$ cat config.mk
export PLATFORM = sky130hd
export DESIGN_NAME = gray_code_subtractor
export DESIGN_NICKNAME = d
export VERILOG_FILES = /design/src/rtl/gray_code_subtractor.sv
export SDC_FILE = /design/constraint.sdc
export NUM_CORES = 1
export LEC_CHECK = 0
export CORE_MARGIN = 1.5
export CORE_UTILIZATION = 51
export CTS_CLUSTER_SIZE = 30
export DETAILED_ROUTE_END_ITERATION = 10
export PLACE_DENSITY = 0.77
export SLEW_MARGIN = 10
export SYNTH_ARGS = -nofsm -noshare
export SYNTH_HDL_FRONTEND = slang
export SYNTH_SLANG_ARGS = --single-unit
$ cat constraint.sdc
create_clock -name clk -period 2.6 [get_ports clk]
set_input_delay 0.65 -clock clk [delete_from_list [all_inputs] [get_ports clk]]
set_output_delay 0.65 -clock clk [all_outputs]
set_load 0.01 [all_outputs]
$ cat src/rtl/gray_code_subtractor.sv
// Three-stage valid/ready pipelined subtractor for Gray-coded operands.
// Computes diff = a - b - bi (Gray in, Gray out) with a binary borrow-out.
module gray_code_subtractor #(
    parameter int unsigned WIDTH = 4
) (
    input  logic             clk,
    input  logic             rst,
    input  logic             in_valid,
    output logic             in_ready,
    input  logic [WIDTH-1:0] a,
    input  logic [WIDTH-1:0] b,
    input  logic             bi,
    output logic             out_valid,
    input  logic             out_ready,
    output logic [WIDTH-1:0] diff,
    output logic             bo
);

    localparam int unsigned SUB_W = WIDTH + 1;

    function automatic logic [WIDTH-1:0] gray2bin(input logic [WIDTH-1:0] g);
        logic [WIDTH-1:0] r;
        r[WIDTH-1] = g[WIDTH-1];
        for (int i = int'(WIDTH) - 2; i >= 0; i--) begin
            r[i] = r[i+1] ^ g[i];
        end
        return r;
    endfunction

    function automatic logic [WIDTH-1:0] bin2gray(input logic [WIDTH-1:0] v);
        return v ^ (v >> 1);
    endfunction

    logic             v1;
    logic             v2;
    logic             v3;
    logic [WIDTH-1:0] a_bin;
    logic [WIDTH-1:0] b_bin;
    logic             bi1;
    logic [WIDTH-1:0] diff_bin;
    logic             bo2;
    logic             adv1;
    logic             adv2;
    logic             adv3;
    logic [SUB_W-1:0] sub_c;

    // Stage advance chain: an empty stage always advances, so bubbles collapse.
    always_comb begin
        adv3     = !v3 || out_ready;
        adv2     = !v2 || adv3;
        adv1     = !v1 || adv2;
        in_ready = adv1;
        sub_c    = {1'b0, a_bin} - {1'b0, b_bin} - SUB_W'(bi1);
    end

    assign out_valid = v3;

    // S1: decode Gray operands to binary
    always_ff @(posedge clk) begin
        if (rst) begin
            v1    <= 1'b0;
            a_bin <= '0;
            b_bin <= '0;
            bi1   <= 1'b0;
        end else if (adv1) begin
            v1    <= in_valid;
            a_bin <= gray2bin(a);
            b_bin <= gray2bin(b);
            bi1   <= bi;
        end
    end

    // S2: subtract at WIDTH+1 bits; the extra MSB is the borrow
    always_ff @(posedge clk) begin
        if (rst) begin
            v2       <= 1'b0;
            diff_bin <= '0;
            bo2      <= 1'b0;
        end else if (adv2) begin
            v2       <= v1;
            diff_bin <= sub_c[WIDTH-1:0];
            bo2      <= sub_c[WIDTH];
        end
    end

    // S3: re-encode to Gray, hold while the consumer stalls
    always_ff @(posedge clk) begin
        if (rst) begin
            v3   <= 1'b0;
            diff <= '0;
            bo   <= 1'b0;
        end else if (adv3) begin
            v3   <= v2;
            diff <= bin2gray(diff_bin);
            bo   <= bo2;
        end
    end

endmodule

==> flow_summary.json, run 1 <==
{
  "rr_worst_depth": 7,
  "timing.critical_path.required_ps": 1950,
  "synth_seq_area_share_pct": 38.0,
  "clock_path_buffers": 2,
  "clock.fmax_mhz": 416,
  "power_per_cell_area_nw_per_um2": 568,
  "drt-pass1-iter-count": 4,
  "drv_slew": 0,
  "timing.final.hold_violations": 0,
  "worstSetupStartpoint": "out_ready",
  "final_net_count": 163,
  "post-dp-hpwl_um": 1390,
  "worst_pin_slew_ps": 611,
  "via_count_of_the_first_global_routing_pass": 754,
  "result_of_the_run": "completed",
  "ys_warn_count": 0,
  "die_area_um2": 2570,
  "synth.top_cells.by_count": "dfxtp_1, nor2_1, nand2_1, inv_1, xnor2_1",
  "antennaDiodeCount": 0,
  "post_synth_inst_count": 119,
  "tritoncts.num_buffers": 3,
  "post-route-period-util_pct": 92.4,
  "timing.clock.skew_ps": 6.35,
  "rsz0062_at_grt": "false",
  "startpoint_type": "primary input",
  "finish.instance_area_um2": 1390,
  "drive_above_1_share_pct": 20.7,
  "setup.worst_path.end_class": "primary output",
  "number_of_synthesized_flops_with_an_enable_pin": 0,
  "io_buffer_count": 19,
  "power.combinational.fraction_pct": 28.5,
  "synth.area.top_cells": "dfxtp_1, ha_1, xnor2_1",
  "timing.final.setup_violations": 0,
  "synth_seq_cells": 22,
  "drtAntennaViolNets": 0,
  "postSynthAreaPerCell_um2": 9.74,
  "synth-main-ff-cell": "dfxtp_1",
  "detailroute.via_count": 796,
  "cts_max_level": 1,
  "maxCapViolCount": 0,
  "reg2reg_to": "bo2",
  "period_needed_ps": 2400,
  "placementRows": 17,
  "grt_remaining_overflow": 0,
  "postCtsSetupRepairBufs": 0,
  "detailed_place.area_um2": 1370,
  "hold_class": "flip-flop to flip-flop",
  "ys_types": 27,
  "worst_setup_hold_path_clk_slew_ps": 110,
  "routed_wl_um": 1750,
  "min_path_cells": 2,
  "post_drt_wl_per_cell_um": 10.4,
  "grt_first_pass_wirelength_um": 3130,
  "whs_endpoint": "diff[3]",
  "placeableCoreArea_um2": 2170,
  "gp_congestion": 0.713,
  "pin_count_of_the_biggest_net_entering_global_routing": 16,
  "dpl.cell_count": 165,
  "clk-insertion-delay-late_ps": 300,
  "slew-limit-headroom_pct": 59.1,
  "worst_hold_slack_ps": 458,
  "crit_type": "primary input to primary output",
  "post_layout_instance_count_excluding_filler_cells": 168,
  "power_leakage_nw": 0.554,
  "routed_via_density": 4.74,
  "initial_util_pct": 53.4,
  "synth.top_cell.area_share_pct": 38.0,
  "grt_antenna_before_repair": 0,
  "asyncSetResetFlopFracSynth_pct": 0,
  "power.internal_mw": 0.570,
  "detail_route.drc_violations": 0,
  "power.sequential.fraction_pct": 52.4,
  "track_usage_pct": 16.3,
  "io-pin-count": 20,
  "mappedNetlistArea_um2": 1160,
  "clk_pwr_share_pct": 19.0,
  "cts.root.buffer_cell": "clkbuf_4",
  "hold_path.startpoint": "diff[3]",
  "synthDominantAreaCellType": "dfxtp_1",
  "fp.dieW_um": 50.7,
  "numClockSinks": 22,
  "reg2reg_setup_slack_ps": 610,
  "total_nets_after_synthesis": 140,
  "syn2layout_area_growth_pct": 19.9,
  "cts_tree": "done",
  "design_power_total_mw": 0.788,
  "yosysMostFrequentCell": "dfxtp_1",
  "cp.arrival_ps": 1750,
  "worstReg2RegStart": "b_bin[0]",
  "detail_route.iter0.violations": 9,
  "finalCoreUtilization_pct": 64.0,
  "die-height_um": 50.7,
  "switching_pwr_mw": 0.218,
  "switching_share_pct": 27.7,
  "critical_path_peak_fanout": 2,
  "peak_ir_drop_on_the_vdd_network_mv": 0.326
}
==> sequential cells by signal (all words and copies together), names as in the netlist <==
register	cells
v1	1
diff_bin	4
out_valid	1
diff	4
bi1	1
bo	1
a_bin	4
b_bin	4
v2	1
bo2	1
==> layout make-up <==
type	count	area (µm²)
Clock buffer	3	22.5
Fill cell	197	781
Inverter	9	38.8
Multi-Input combinational cell	82	626
Sequential cell	22	440
Tap cell	28	35.0
Timing Repair Buffer	24	226
==> kinds of logic after synthesis <==
group / after synthesis / synth area share (%)
AND/OR/NAND/NOR: 40 / 17.2
AO/OA/AOI/OAI: 22 / 15.2
flip-flops: 22 / 38.0
buffers and inverters: 15 / 7.99
XOR/XNOR: 12 / 11.7
adder cells (fa/ha/maj): 8 / 9.94
==> power by group through the flow <==
stage               combinational [mW]  sequential, mW  clock [mW]
floorplan                        0.147           0.425           0
global placement                 0.220           0.420           0
detailed placement               0.227           0.422           0
CTS                              0.228           0.414       0.152
global route                     0.247           0.421       0.167
finish                           0.225           0.413       0.150
==> repair_timing <==
item	in CTS	in global routing
endpoints found under the setup margin	1	0
resized for setup	1	0
hold endpoints to repair	0	0
hold buffers	0	0
==> metrics by stage <==
step | worst slack, ps | setup TNS, ps
floorplan | 642 | 0
global placement | -38.4 | -38.4
detailed placement | -38.2 | -38.2
CTS | 185 | 0
global route | 145 | 0
finish | 198 | 0
==> cells in the final DEF, fill, tap and decap left out, types with 6 or more instances in the layout <==
cell and instances:
clkdlybuf4s50_1 18, dfxtp_1 22, ha_1 6, inv_1 8, nand2_1 11, nor2_1 15, xnor2_1 8
==> per-layer routing <==
metal / vias to the layer above / wire length (µm) / global-route usage (%)
met1: 342 / 803 / 18.3
met3: 2 / 70 / 2.98
met2: 21 / 849 / 29.2
li1: 431 / - / -
met4: 0 / 25 / 8.11
met5: - / 0 / 0
==> critical path, cell delays in order <==
cell and delay [ps]:
clkdlybuf4s50_1 450, nor2b_4 130, and3_4 220, inv_6 30
dlygate4sd2_1 270
==> how the worst max path moves through the flow <==
stage,endpoint,depth (start not counted),slack (ps)
floorplan,in_ready,6,640
global placement,in_ready,5,-40
detailed placement,in_ready,5,-40
CTS,in_ready,5,190
global route,in_ready,5,150
finish,in_ready,5,200
No activity file was read; power rests on OpenSTA's default activity.
==> run 2, diff against run 1 <==
Settings changed: CAP_MARGIN from default to 20, SKIP_CTS_REPAIR_TIMING from default to 1.
==> run 2 against run 1 <==
- critical path depth stayed put
- clock-buffer cell count stayed put
- clock power about the same
- routed wire length increased by 1.2%
- global-route usage did not move
- sequential power about the same
- register-to-register slack hardly changed
- maximum frequency increased by 4.6%
- highest routed layer unchanged
==> flow_summary.json, run 2 (synthesized netlist as in run 1, its figures left out) <==
{
  "result_of_the_run": "completed",
  "pin_count_of_the_biggest_net_entering_global_routing": 16,
  "routed_via_density": 4.75,
  "numClockSinks": 22,
  "routed_wl_um": 1770,
  "timing.clock.skew_ps": 7.69,
  "worstReg2RegStart": "b_bin[0]",
  "power.internal_mw": 0.570,
  "seqCellArea_um2": 440,
  "switching_share_pct": 27.7,
  "detailed_place.area_um2": 1370,
  "detailroute.via_count": 798,
  "peak_ir_drop_on_the_vdd_network_mv": 0.326,
  "drt-pass1-iter-count": 4,
  "drv_slew": 0,
  "cts_max_level": 1,
  "reg2reg_setup_slack_ps": 610,
  "track_usage_pct": 16.3,
  "layout.cells.most_common_list": "dfxtp_1, clkdlybuf4s50_1, nor2_1, nand2_1",
  "io_buffer_count": 19,
  "rsz0062_at_grt": "false",
  "hold_path.startpoint": "diff[3]",
  "multi_input_area_um2": 626,
  "tritoncts.num_buffers": 3,
  "setup.worst_path.end_class": "primary output",
  "final_common_cell": "dfxtp_1",
  "timing.critical_path.required_ps": 1950,
  "initial_util_pct": 53.4,
  "grt_first_pass_wirelength_um": 3130,
  "drtAntennaViolNets": 0,
  "startpoint_type": "primary input",
  "timing.final.setup_violations": 0,
  "power_leakage_nw": 0.555,
  "clk-insertion-delay-late_ps": 300,
  "detail_route.iter0.violations": 9,
  "clk_pwr_share_pct": 19.1,
  "antennaDiodeCount": 0,
  "cp.arrival_ps": 1650,
  "grt_antenna_before_repair": 0,
  "die-height_um": 50.7,
  "placementRows": 17,
  "drive_above_1_share_pct": 20.7,
  "cts.root.buffer_cell": "clkbuf_4",
  "critical_path_peak_fanout": 2,
  "maxCapViolCount": 0,
  "post_drt_wl_per_cell_um": 10.5,
  "filler_cell_count": 197,
  "rr_worst_depth": 7,
  "finalCoreUtilization_pct": 64.2,
  "io-pin-count": 20,
  "power.combinational.fraction_pct": 28.5,
  "hold_class": "flip-flop to flip-flop",
  "die_area_um2": 2570,
  "syn2layout_area_growth_pct": 20.2,
  "fp.dieW_um": 50.7,
  "clock_path_buffers": 2,
  "post-dp-hpwl_um": 1390,
  "period_needed_ps": 2300,
  "reg2reg_to": "bo2",
  "dpl.cell_count": 165,
  "detail_route.drc_violations": 0,
  "post-route-period-util_pct": 88.3,
  "cts_tree": "done",
  "timing.final.hold_violations": 0,
  "via_count_of_the_first_global_routing_pass": 754,
  "gp_congestion": 0.713,
  "clock.fmax_mhz": 436,
  "power.sequential.fraction_pct": 52.4,
  "finish.instance_area_um2": 1390,
  "power_per_cell_area_nw_per_um2": 566,
  "crit_type": "primary input to primary output",
  "whs_endpoint": "diff[3]",
  "post_layout_instance_count_excluding_filler_cells": 168,
  "min_path_cells": 2,
  "placeableCoreArea_um2": 2170,
  "switching_pwr_mw": 0.219,
  "slew-limit-headroom_pct": 59.1,
  "worst_setup_hold_path_clk_slew_ps": 110,
  "grt_remaining_overflow": 0,
  "final_net_count": 163,
  "worst_pin_slew_ps": 611
}
## run 2: changes by cell type in the layout (fill, tap and decap cells not counted)
cell,delta
dlygate4sd2_1,-1
dlymetal6s2s_1,+1
## run 2: power groups by stage
| stage | logic, mW | clock network, mW | registers (mW) |
|---|---|---|---|
| finish | 0.225 | 0.151 | 0.413 |
| global route | 0.247 | 0.167 | 0.421 |
| CTS | 0.228 | 0.152 | 0.414 |
| detailed placement | 0.227 | 0 | 0.422 |
| global placement | 0.220 | 0 | 0.420 |
| floorplan | 0.147 | 0 | 0.425 |
## run 2: metal layers
metal  global-route usage [%]  vias up  routed length [µm]  share of wire [%]
met3                     2.98        2                  70                4.0
met2                     29.2       20                 875                 49
li1                         -      431                   -                  -
met5                        0        -                   0                  0
met1                     18.3      345                 798                 45
met4                     8.11        0                  25                1.4
## run 2: area by class of cell
cell class                      instances  share of cell area (%)
Clock buffer                            3                    1.62
Inverter                                9                    2.79
Multi-Input combinational cell         82                    44.9
Sequential cell                        22                    31.6
Tap cell                               28                    2.52
Timing Repair Buffer                   24                    16.5
## run 2: through the flow
stage / setup TNS (ps) / hold WS (ps) / setup slack, ps / total power, mW
3_5_place_dp: -38.2 / 445 / -38.2 / 0.649
3_3_place_gp: -38.4 / 438 / -38.4 / 0.641
5_1_grt: 0 / 482 / 249 / 0.836
6_report: 0 / 458 / 304 / 0.789
2_1_floorplan: 0 / 437 / 642 / 0.572
4_1_cts: -41.8 / 459 / -41.8 / 0.794
## run 2: critical path: stages
cell and delay (ps):
clkdlybuf4s50_1 450, nor2b_4 130, and3_4 220, inv_6 30, dlymetal6s2s_1 160
## run 2: how the worst max path moves through the flow
stage,end,startpoint,cells after the start,slack [ps]
after floorplan,in_ready,out_ready,6,640
after global placement,in_ready,out_ready,5,-40
after detailed placement,in_ready,out_ready,5,-40
after CTS,in_ready,out_ready,5,-40
after global routing,in_ready,out_ready,5,250
final,in_ready,out_ready,5,300
